===== src/rtl/simd_stream_pkg.sv =====
// simd_stream_pkg: shared types, defaults and helpers for simd_addsub_stream
package simd_stream_pkg;

    typedef enum logic [1:0] {IDLE, WAIT_IN, EXEC, DONE} ctrl_state_t;

    localparam int DEF_LANES = 4;
    localparam int DEF_W     = 11;

    localparam logic OP_ADD = 1'b0;
    localparam logic OP_SUB = 1'b1;

    // Clip a sign-extended (w+1)-bit result to the w-bit signed range; callers keep the low w bits
    function automatic logic [63:0] sat_clip(input logic [64:0] s, input int w);
        logic [63:0] mx;
        mx = (64'd1 << (w - 1)) - 64'd1;
        return (s[w] == s[w-1]) ? s[63:0] : (s[w] ? ~mx : mx);
    endfunction

endpackage


===== src/rtl/simd_lane_alu.sv =====
// simd_lane_alu: one signed W-bit add/sub lane with overflow flag; saturates when SIMD_ADDSUB_SAT_EN is defined, wraps otherwise
module simd_lane_alu
    import simd_stream_pkg::*;
#(
    parameter int W = DEF_W
) (
    input  logic [W-1:0] a,
    input  logic [W-1:0] b,
    input  logic         op,
    output logic [W-1:0] r,
    output logic         ovf
);

    logic [W:0] s;

    assign s   = (op == OP_SUB) ? ({a[W-1], a} - {b[W-1], b}) : ({a[W-1], a} + {b[W-1], b});
    assign ovf = s[W] ^ s[W-1];

`ifdef SIMD_ADDSUB_SAT_EN
    assign r = W'(sat_clip({{(64-W){s[W]}}, s}, W));
`else
    assign r = s[W-1:0];
`endif

endmodule


===== src/rtl/simd_addsub_stream.sv =====
// simd_addsub_stream: ap_ctrl_chain SIMD add/sub over two FIFO streams (SIMD_ADDSUB_SAT_EN selects saturating lanes)
module simd_addsub_stream
    import simd_stream_pkg::*;
#(
    parameter int LANES = DEF_LANES,
    parameter int W     = DEF_W
) (
    input  logic               ap_clk,
    input  logic               ap_rst_n,
    input  logic               ap_ce,
    input  logic               ap_start,
    input  logic               ap_continue,
    output logic               ap_ready,
    output logic               ap_done,
    output logic               ap_idle,
    input  logic               op,
    input  logic [LANES*W-1:0] a_dout,
    input  logic               a_empty_n,
    output logic               a_read,
    input  logic [LANES*W-1:0] b_dout,
    input  logic               b_empty_n,
    output logic               b_read,
    output logic [LANES*W-1:0] z,
    output logic [LANES-1:0]   z_ovf,
    output logic               z_ap_vld
);

    ctrl_state_t        state;
    logic [LANES*W-1:0] a_q, b_q, lane_z;
    logic [LANES-1:0]   lane_ovf;
    logic               op_q, fire;

    // Joint pop only when both streams have data; reset masks strobes so nothing pops while held
    assign fire     = ap_rst_n && ap_ce && a_empty_n && b_empty_n &&
                      (state == WAIT_IN || (state == IDLE && ap_start));
    assign a_read   = fire;
    assign b_read   = fire;
    assign ap_ready = fire;

    for (genvar i = 0; i < LANES; i++) begin : g_lane
        simd_lane_alu #(.W(W)) u_lane (
            .a  (a_q[i*W +: W]),
            .b  (b_q[i*W +: W]),
            .op (op_q),
            .r  (lane_z[i*W +: W]),
            .ovf(lane_ovf[i])
        );
    end

    // Control FSM with registered status, operand capture and result registers
    always_ff @(posedge ap_clk or negedge ap_rst_n) begin
        if (!ap_rst_n) begin
            state    <= IDLE;
            a_q      <= '0;
            b_q      <= '0;
            op_q     <= 1'b0;
            z        <= '0;
            z_ovf    <= '0;
            z_ap_vld <= 1'b0;
            ap_done  <= 1'b0;
            ap_idle  <= 1'b0;
        end else if (ap_ce) begin
            z_ap_vld <= 1'b0;
            if (fire) begin
                a_q  <= a_dout;
                b_q  <= b_dout;
                op_q <= op;
            end
            case (state)
                IDLE: begin
                    ap_idle <= !(fire || ap_start);
                    state   <= fire ? EXEC : (ap_start ? WAIT_IN : IDLE);
                end
                WAIT_IN: state <= fire ? EXEC : WAIT_IN;
                EXEC: begin
                    z        <= lane_z;
                    z_ovf    <= lane_ovf;
                    z_ap_vld <= 1'b1;
                    ap_done  <= 1'b1;
                    state    <= DONE;
                end
                DONE: if (ap_continue) begin
                    ap_done <= 1'b0;
                    ap_idle <= 1'b1;
                    state   <= IDLE;
                end
                default: state <= IDLE;
            endcase
        end
    end

endmodule


===== config.mk =====
export PLATFORM = sky130hd
export DESIGN_NAME = simd_addsub_stream
export DESIGN_NICKNAME = d
export VERILOG_FILES = /design/src/rtl/simd_stream_pkg.sv /design/src/rtl/simd_lane_alu.sv /design/src/rtl/simd_addsub_stream.sv
export SDC_FILE = /design/constraint.sdc
export NUM_CORES = 1
export LEC_CHECK = 0
export ABC_CLOCK_PERIOD_IN_PS = 4900
export CORE_MARGIN = 4
export CORE_UTILIZATION = 59
export CTS_BUF_LIST = sky130_fd_sc_hd__clkbuf_2 sky130_fd_sc_hd__clkbuf_4 sky130_fd_sc_hd__clkbuf_8
export CTS_CLUSTER_SIZE = 24
export DETAILED_ROUTE_END_ITERATION = 10
export PLACE_DENSITY = 0.89
export SYNTH_ARGS = -nofsm -noshare
export SYNTH_HDL_FRONTEND = slang
export SYNTH_SLANG_ARGS = --single-unit

===== constraint.sdc =====
create_clock -name ap_clk -period 4.9 [get_ports ap_clk]
set_clock_uncertainty 0.1 [all_clocks]
set_input_delay 0.735 -clock ap_clk [delete_from_list [all_inputs] [get_ports ap_clk]]
set_output_delay 0.735 -clock ap_clk [all_outputs]
set_load 0.01 [all_outputs]

==> out/metrics.yaml, run 1 <==
worst_setup_path:
  critical_path_class: "input port to output port"
  cp.arrival_ns: 2.47
  crit_path_start_kind: "input port"
  endpoint_kind: "output port"
  worstPathRequired_ns: 4.07
  crit_fanout: 8
placement:
  hpwl_mm: 12.8
  routabilityCongestion: 0.844
  dpl_worst_slack_ns: 1.59
  place_area_sq_um: 9670
  port_buffers: 149
timing:
  fin_crit_ns: 3.30
  timing.hold.ws_ns: 0.168
  finalCritPeriodShare: 0.674
  relSlewSlack: 0.370
  fin_tns_setup_ns: 0
  fmax_mhz: 303
  slew_violations: 0
  hold_viol: 0
  setup_viol_count_final: 0
  tightest_slew_ns: 0.945
  rsz0062_at_grt: "no"
  postLayoutSetupSlackWorst_ns: 1.60
synthesis:
  ys_seq_elements: 142
  synth_ff_type: "dfrtp_1"
  synth_cell_types: 44
  synth_compound_area_frac: 0.136
  synthAdderAreaFrac: 0.0846
  synthSimpleGateAreaFrac: 0.0986
  avgSynthCellArea_sq_um: 10.3
  yosys_warnings: 0
  synth-edff-count: 0
  synth_top_area_frac: 0.442
  synth_top_family_by_area: "compound AO/OA/AOI/OAI gates"
  synth_area_sq_um: 8050
  yosysSeqAreaShare: 0.442
  synth_top_area_cell: "dfrtp_1"
  synthesis.nets: 928
  async_flop_share: 1.00
  synth_xor_area_frac: 0.0914
  synthMuxAreaShare: 0.116
  syn_inst: 780
  yosys-top-cells-area: "dfrtp_1 (44%), mux2_2 (11%), ha_1 (7.5%), xnor2_1 (6.1%), o21ai_0 (4.8%)"
clock_tree:
  root_buffer: "clkbuf_8"
  insertion_delay_ns: 0.44
  postCtsSetupBuffers: 0
  clock_path_buffers: 2
  htree_levels: 4
  cts.sinks: 142
  holdBufCountCts: 0
  cts_tree: "yes"
  cts_resized: 0
  numCtsBuffers: 17
  clkTransAtPathRegs_ns: 0.07
global_routing:
  grt_pass1_wl_mm: 29.2
  grt_pass1_vias: 6242
  grt_max_degree: 78
  antenna_found_initial: 1
  grt_usage: 0.229
  overflow: 0
layout:
  layout-drive-gt1-share: 0.130
  layout_common_cells: "clkdlybuf4s50_1 (148), dfrtp_1 (142), o21ai_0 (77), mux2_2 (77), nand2_1 (70)"
  finish.instance_area_sq_um: 10100
  area_delta_synth_final_pct: 24.9
  final_common_cell: "clkdlybuf4s50_1"
  layout.nets: 1071
power_and_ir_drop:
  leakage_nw: 4.35
  power.density_nw_per_um2: 859
  peakVddDrop_mv: 0.462
floorplanning:
  initial_core_util: 0.605
  die_area_sq_um: 15600
  fp.dieH_um: 125
  coreArea_sq_um: 13300
  fp.dieW_um: 125
  rows: 42
  io_pins: 150
job:
  drv_cap: 0
route:
  final_antenna_net_count: 0
  routedWlPerCell_um: 15.7
  vias: 6206
  drtIter0Drc: 367
  vias_per_cell: 5.58
  drt_first_pass_iters: 5
  totalWireLength_mm: 17.4
  drc: 0
min_path:
  hp-class: "input port to async pin"
outcome:
  status: "finished, final reports clean"
[state kept, by name, indices dropped and copies added, names as in the netlist]
register	count
b_q	44
op_q	1
z_ovf	4
ap_idle	1
a_q	44
z	44
z_ap_vld	1
state	2
ap_done	1
[logic make-up after synthesis]
logic type / count (synthesis)
compound gates: 183
simple gates: 173
flops: 142
xor+xnor: 84
mux: 84
buf+inv: 62
fa+ha+maj: 52
[power breakdown]
| group | internal [mW] | switching [mW] |
|---|---|---|
| sequential | 1.75 | 0.479 |
| clock | 0.493 | 0.413 |
| combinational | 2.69 | 2.81 |
[synth_stat cells (all sizes together) (6+ instances only)]
cell type and number:
dfrtp 142, o21ai 79, mux2 77, nand2 70, xnor2 56, a21oi 50, ha 48, nor2 44
inv 32, xor2 28, nor3 17, clkbuf 16, buf 14, nand2b 14, o21bai 11, a21o 10
a211oi 7, mux2i 7, nand4 7, a31oi 6
[worst max-delay path, stage by stage]
cell             delay, ns
clkdlybuf4s50_1       0.65
nand4_1               0.22
nor3_4                0.29
clkdlybuf4s50_1       0.58
[worst paths after layout]
kind	cells after the start	from	slack, ns	endpoint
worst max-delay path	4	ap_ce	1.60	b_read
worst min-delay path	1	ap_rst_n	0.17	z[18]
worst max register to register	12	b_q[13]	1.77	z_ovf[1]
worst min register to register	2	ap_done	0.38	ap_done
max in group asynchronous	2	ap_rst_n	3.13	a_q[30]
min in group ap_clk	2	ap_done	0.38	ap_done
[metrics by stage]
step	power, mW	cells	utilization
finish	8.63	1112	0.756
global placement	7.48	1080	0.727
floorplan	6.27	780	-
global route	9.41	1112	0.756
detailed placement	7.65	1080	0.727
CTS	8.65	1111	0.756
[final cells by class]
class / count / area (sq um)
Antenna cell: 1 / 2.50
Tap cell: 176 / 220
Multi-Input combinational cell: 576 / 4250
Timing Repair Buffer: 154 / 1530
Clock inverter: 8 / 90.1
Clock buffer: 23 / 292
Fill cell: 900 / 3240
Sequential cell: 142 / 3550
Inverter: 32 / 120
[layer usage]
| metal | wire (um) | global-route usage | up-vias |
|---|---|---|---|
| met5 | 0 | 0 | - |
| met1 | 7450 | 0.291 | 2976 |
| met4 | 339 | 0.0864 | 0 |
| li1 | - | - | 3021 |
| met2 | 8710 | 0.384 | 184 |
| met3 | 931 | 0.0497 | 25 |
No activity file was read; power rests on OpenSTA's default activity.
==> inputs of run 2 (changes only) <==
ABC_CLOCK_PERIOD_IN_PS = 3100   (was 4900)
CORE_UTILIZATION = 55   (was 59)
PLACE_DENSITY = 0.84   (was 0.89)
clock period = 3.1 ns   (was 4.9 ns; I/O delays follow)
==> out/metrics.yaml, run 2 (same netlist as run 1, synthesis figures left out) <==
layout:
  reg_top3: "a_q: 44 flops, b_q: 44 flops, z: 44 flops"
  fillCellCount: 1051  # +17%
  fin_cells: 1132  # +1.8%
  area_delta_synth_final_pct: 27.8
  layout_common_cells: "clkdlybuf4s50_1 (148), dfrtp_1 (140), mux2_2 (77)"
  layout.nets: 1089  # +1.7%
  layout-drive-gt1-share: 0.174  # +0.0439
  final_common_cell: "clkdlybuf4s50_1"
  diodes: 0  # -1
route:
  drt_first_pass_iters: 4  # -1
  final_antenna_net_count: 0  # unchanged
  drtIter0Drc: 333  # -9.3%
  vias: 6256  # +0.81%
  routedWlPerCell_um: 15.9  # +1.6%
  totalWireLength_mm: 18.0  # +3.5%
  drc: 0  # unchanged
  vias_per_cell: 5.53  # -0.98%
floorplanning:
  fp.dieW_um: 129  # +3.3%
  die_area_sq_um: 16600  # +6.8%
  fp.dieH_um: 129  # +3.3%
  coreArea_sq_um: 14100  # +6.0%
  initial_core_util: 0.571  # -0.0344
  rows: 43  # +2.4%
  io_pins: 150  # unchanged
worst_setup_path:
  critPathBufInv: 1  # -1
  critical_path_class: "register to register"
  crit_path_start_kind: "register"
  endpoint_kind: "register"
  cp_slowest_cell: "dfrtp_1"
  crit_chain: "inv_1 > ha_1 > nand2b_1 > nand2b_1 > nor3_2 > nor2_1 > xnor2_1 > ha_2 > nand4_1 > o22ai_1 > o31a_1 > nor2_1 > xor2_1 > xnor2_1 > o21ai_1"
  path_delay_family: "simple AND/OR/NAND/NOR gates"
  cp.arrival_ns: 3.19  # +0.72 ns
  critPathMaxStageDelay_ns: 0.40  # -0.25 ns
  worstPathRequired_ns: 3.32  # -0.75 ns
  crit_fanout: 6  # -2
timing:
  finalCritPeriodShare: 0.959
  slew_violations: 0  # unchanged
  fin_tns_setup_ns: 0  # unchanged
  hold_viol: 0  # unchanged
  fin_crit_ns: 2.97
  relSlewSlack: 0.354  # -0.0163
  tightest_slew_ns: 0.969  # +0.0244 ns
  fmax_mhz: 336
  setup_viol_count_final: 0  # unchanged
  rsz0062_at_grt: "yes"
clock_tree:
  holdBufCountCts: 0  # unchanged
  insertion_delay_ns: 0.44  # about the same
  htree_levels: 4  # unchanged
  cts_tree: "yes"
  cts.sinks: 142  # unchanged
  clkTransAtPathRegs_ns: 0.08  # about the same
  numCtsBuffers: 17  # unchanged
  clock_path_buffers: 2  # unchanged
  root_buffer: "clkbuf_8"
global_routing:
  grt_use_met2: 0.373  # -0.0111
  antenna_found_initial: 0  # -1
  grt_usage: 0.227  # -0.00198
  top_usage_layer: "met2"
  grt_pass1_vias: 6377  # +2.2%
  grt_max_degree: 83  # +6.4%
  gr-usage-met3: 0.0635  # +0.0138
  met1_usage: 0.296  # +0.00488
  grt_pass1_wl_mm: 30.3  # +3.9%
  overflow: 0  # unchanged
power_and_ir_drop:
  power.density_nw_per_um2: 1360  # +58%
  leakage_nw: 4.45  # +2.1%
  peakVddDrop_mv: 0.955  # +110%
placement:
  port_buffers: 149  # unchanged
  dp_cells: 1090  # +0.93%
  routabilityCongestion: 0.846  # +0.18%
  hpwl_mm: 13.0  # +1.5%
job:
  drv_cap: 0  # unchanged
outcome:
  status: "finished, final reports clean"
min_path:
  hp-class: "input port to async pin"
## run 2: cell type report
class / count / area (sq um) / area share
Inverter: 32 / 120 / 0.0117
Clock buffer: 23 / 310 / 0.0302
Timing Repair Buffer: 172 / 1690 / 0.164
Tap cell: 180 / 225 / 0.0219
Multi-Input combinational cell: 576 / 4340 / 0.422
Sequential cell: 142 / 3560 / 0.346
Clock inverter: 7 / 37.5 / 0.00365
## run 2: worst paths after layout
| path | from | end | slack (ns) | cells after the start |
|---|---|---|---|---|
| min | ap_rst_n | b_q[16] | 0.10 | 2 |
| min in group ap_clk | ap_done | ap_done | 0.38 | 2 |
| max in group asynchronous | ap_rst_n | b_q[25] | 2.03 | 2 |
| max reg2reg | b_q[11] | z_ovf[1] | 0.13 | 15 |
| min reg2reg | ap_done | ap_done | 0.38 | 2 |
| max | b_q[11] | z_ovf[1] | 0.13 | 15 |
## run 2: report_power, final
group	internal, mW	switching, mW
clock network	0.651	0.664
registers	2.76	0.781
logic	4.54	4.59
total	7.95	6.04
## run 2: metal layers
metal	routed length [um]	part of all wire
met1	7850	0.43
met2	8750	0.48
met3	1140	0.063
met4	303	0.017
met5	0	0
## run 2: metrics by stage
stage | hold slack, ns | utilization | cell area, sq um | worst slack (ns) | power, mW
CTS | 0.120 | 0.716 | 10100 | 0.0359 | 13.6
detailed placement | 0.369 | 0.691 | 9750 | 0.0735 | 12.2
finish | 0.102 | 0.729 | 10300 | 0.128 | 14.0
global placement | 0.360 | 0.691 | 9750 | 0.144 | 11.9
floorplan | 0.0694 | - | 8050 | 0.162 | 9.91
global route | 0.147 | 0.729 | 10300 | -0.125 | 15.3
## run 2: repair_timing
| item | in CTS | in global routing |
|---|---|---|
| buffers inserted | 0 | 12 |
| setup endpoints to repair | 0 | 8 |
| resized for setup | 0 | 32 |
==> inputs of run 3 (changes only) <==
CORE_UTILIZATION = 50   (was 55)
PLACE_DENSITY = 0.77   (was 0.84)
==> out/metrics.yaml, run 3 (same netlist as run 1, synthesis figures left out) <==
global_routing:
  grt_max_degree: 143  # +72%
  grt_usage: 0.200  # -0.0268
  overflow: 0  # unchanged
  antenna_found_initial: 0  # unchanged
  grt_pass1_wl_mm: 29.2  # -3.6%
  grt_pass1_vias: 6120  # -4.0%
timing:
  slew_violations: 0  # unchanged
  hold_viol: 0  # unchanged
  fin_crit_ns: 2.97  # -0.00284 ns
  timing.hold.ws_ns: 0.0598  # -0.0421 ns
  relSlewSlack: 0.479  # +0.125
  setup_viol_count_final: 0  # unchanged
  tightest_slew_ns: 0.782  # -0.187 ns
  postLayoutSetupSlackWorst_ns: 0.131  # +0.00284 ns
  fmax_mhz: 337  # about the same
  finalCritPeriodShare: 0.958  # about the same
worst_setup_path:
  path_depth: 15  # unchanged
  critPathMaxStageDelay_ns: 0.43  # +0.03 ns
  cp_slowest_cell: "or4_1"
  crit_chain: "inv_2 > ha_2 > nand2b_1 > nand2b_4 > nor3_2 > nor2_1 > xnor2_1 > ha_2 > nand2_1 > or4_1 > nand3_2 > a21oi_2 > xor2_1 > xnor2_1 > o21ai_1"
  endpoint_kind: "register"
  path_delay_family: "simple AND/OR/NAND/NOR gates"
  rr_startpoint: "b_q[33]"
  critPathBufInv: 1  # unchanged
  crit_path_start_kind: "register"
  cp.arrival_ns: 3.17  # -0.02 ns
  r2r_cells: 15  # unchanged
  crit_fanout: 6  # unchanged
  reg2reg_slack_ns: 0.13  # about the same
  worstPathRequired_ns: 3.30  # -0.02 ns
  r2r_end: "z_ovf[3]"
  critical_path_class: "register to register"
job:
  drv_cap: 0  # unchanged
floorplanning:
  rows: 46  # +7.0%
  io_pins: 150  # unchanged
  coreArea_sq_um: 15800  # +12%
  fp.dieW_um: 135  # +4.6%
  initial_core_util: 0.508  # -0.0625
  fp.dieH_um: 135  # +4.6%
  die_area_sq_um: 18200  # +9.4%
layout:
  layout-drive-gt1-share: 0.175  # +0.000736
  final_common_cell: "clkdlybuf4s50_1"
  diodes: 0  # unchanged
  area_delta_synth_final_pct: 30.2
  reg_top3: "a_q: 44 flops, b_q: 44 flops, z: 44 flops"
  layout.nets: 1083  # -0.55%
  layout_common_cells: "clkdlybuf4s50_1 (148), dfrtp_1 (140), mux2_2 (77)"
route:
  totalWireLength_mm: 18.0  # -0.36%
  final_antenna_net_count: 0  # unchanged
  vias_per_cell: 5.29  # -4.4%
  vias: 6153  # -1.6%
  drt_first_pass_iters: 4  # unchanged
  drtIter0Drc: 327  # -1.8%
  drc: 0  # unchanged
  routedWlPerCell_um: 15.4  # -3.1%
clock_tree:
  root_buffer: "clkbuf_8"
  cts_tree: "yes"
  numCtsBuffers: 17  # unchanged
  insertion_delay_ns: 0.44  # about the same
  htree_levels: 4  # unchanged
  clkTransAtPathRegs_ns: 0.08  # about the same
  cts.sinks: 142  # unchanged
  clock_path_buffers: 2  # unchanged
placement:
  routabilityCongestion: 0.808  # -4.4%
  hpwl_mm: 12.6  # -2.8%
  port_buffers: 149  # unchanged
  dpl_worst_slack_ns: 0.101  # +0.0274 ns
power_and_ir_drop:
  peakVddDrop_mv: 0.726  # -24%
  power.density_nw_per_um2: 1370  # +1.0%
  leakage_nw: 4.49  # +1.0%
outcome:
  status: "finished, final reports clean"
min_path:
  hp-class: "input port to async pin"
[run 3: cell types whose count changed in the layout (fill, tap and decap cells not counted), moves of 2 or more]
cell and change:
buf_4 -7, bufinv_16 +5, nor3_4 +4, clkinv_2 -3
nor3_2 -3, ha_1 -2, o21ai_0 +2, o21ai_1 -2
[run 3: layout make-up]
| cell class | count | area (sq um) |
|---|---|---|
| multi-input combinational | 576 | 4390 |
| clock buffer | 22 | 303 |
| fill | 1267 | 5350 |
| clock inverter | 10 | 181 |
| sequential | 142 | 3560 |
| tap | 216 | 270 |
| timing repair buffer | 166 | 1660 |
| inverter | 32 | 120 |
[run 3: worst max-delay path by stage]
stage,startpoint,endpoint,slack [ns]
after floorplan,op_q,z_ovf[1],0.16
after global placement,b_q[35],z_ovf[3],0.18
after detailed placement,b_q[35],z_ovf[3],0.10
after CTS,b_q[35],z_ovf[3],0.07
after global routing,b_q[1],z_ovf[0],-0.04
final,b_q[33],z_ovf[3],0.13
[run 3: metrics by stage]
stage | area, sq um | utilization | cells | setup TNS [ns] | total power, mW
floorplan | 8050 | - | 780 | 0 | 9.91
global placement | 9790 | 0.618 | 1124 | 0 | 12.0
detailed placement | 9790 | 0.618 | 1124 | 0 | 12.1
CTS | 10300 | 0.649 | 1156 | 0 | 14.0
global route | 10500 | 0.662 | 1164 | -0.0942 | 15.7
finish | 10500 | 0.662 | 1164 | 0 | 14.4
[run 3: report_power, final]
part / internal [mW] / switching [mW] / total [mW]
Sequential: 2.76 / 0.808 / 3.57
Clock: 1.06 / 0.688 / 1.75
Combinational: 4.55 / 4.54 / 9.08
Total: 8.37 / 6.03 / 14.4
[run 3: routing by layer]
metal,part of all wire,GRT usage,up-vias
met5,0,0,-
met4,0.0080,0.0594,0
met2,0.51,0.340,141
met1,0.44,0.257,2944
met3,0.045,0.0447,13
li1,-,-,3055
[run 3: worst register-to-register path: cells and delay by family, from the launching register on]
| kind | cells | cell delay [ns] |
|---|---|---|
| xor+xnor | 3 | 0.49 |
| flops | 1 | 0.42 |
| buf+inv | 1 | 0.08 |
| compound gates | 2 | 0.13 |
| simple gates | 7 | 1.06 |
| fa+ha+maj | 2 | 0.56 |
[run 3: timing repair]
| item | in CTS | in global routing |
|---|---|---|
| hold buffers | 0 | 0 |
| buffers inserted | 0 | 8 |
| resized for setup | 0 | 39 |
| setup endpoints to repair | 0 | 8 |
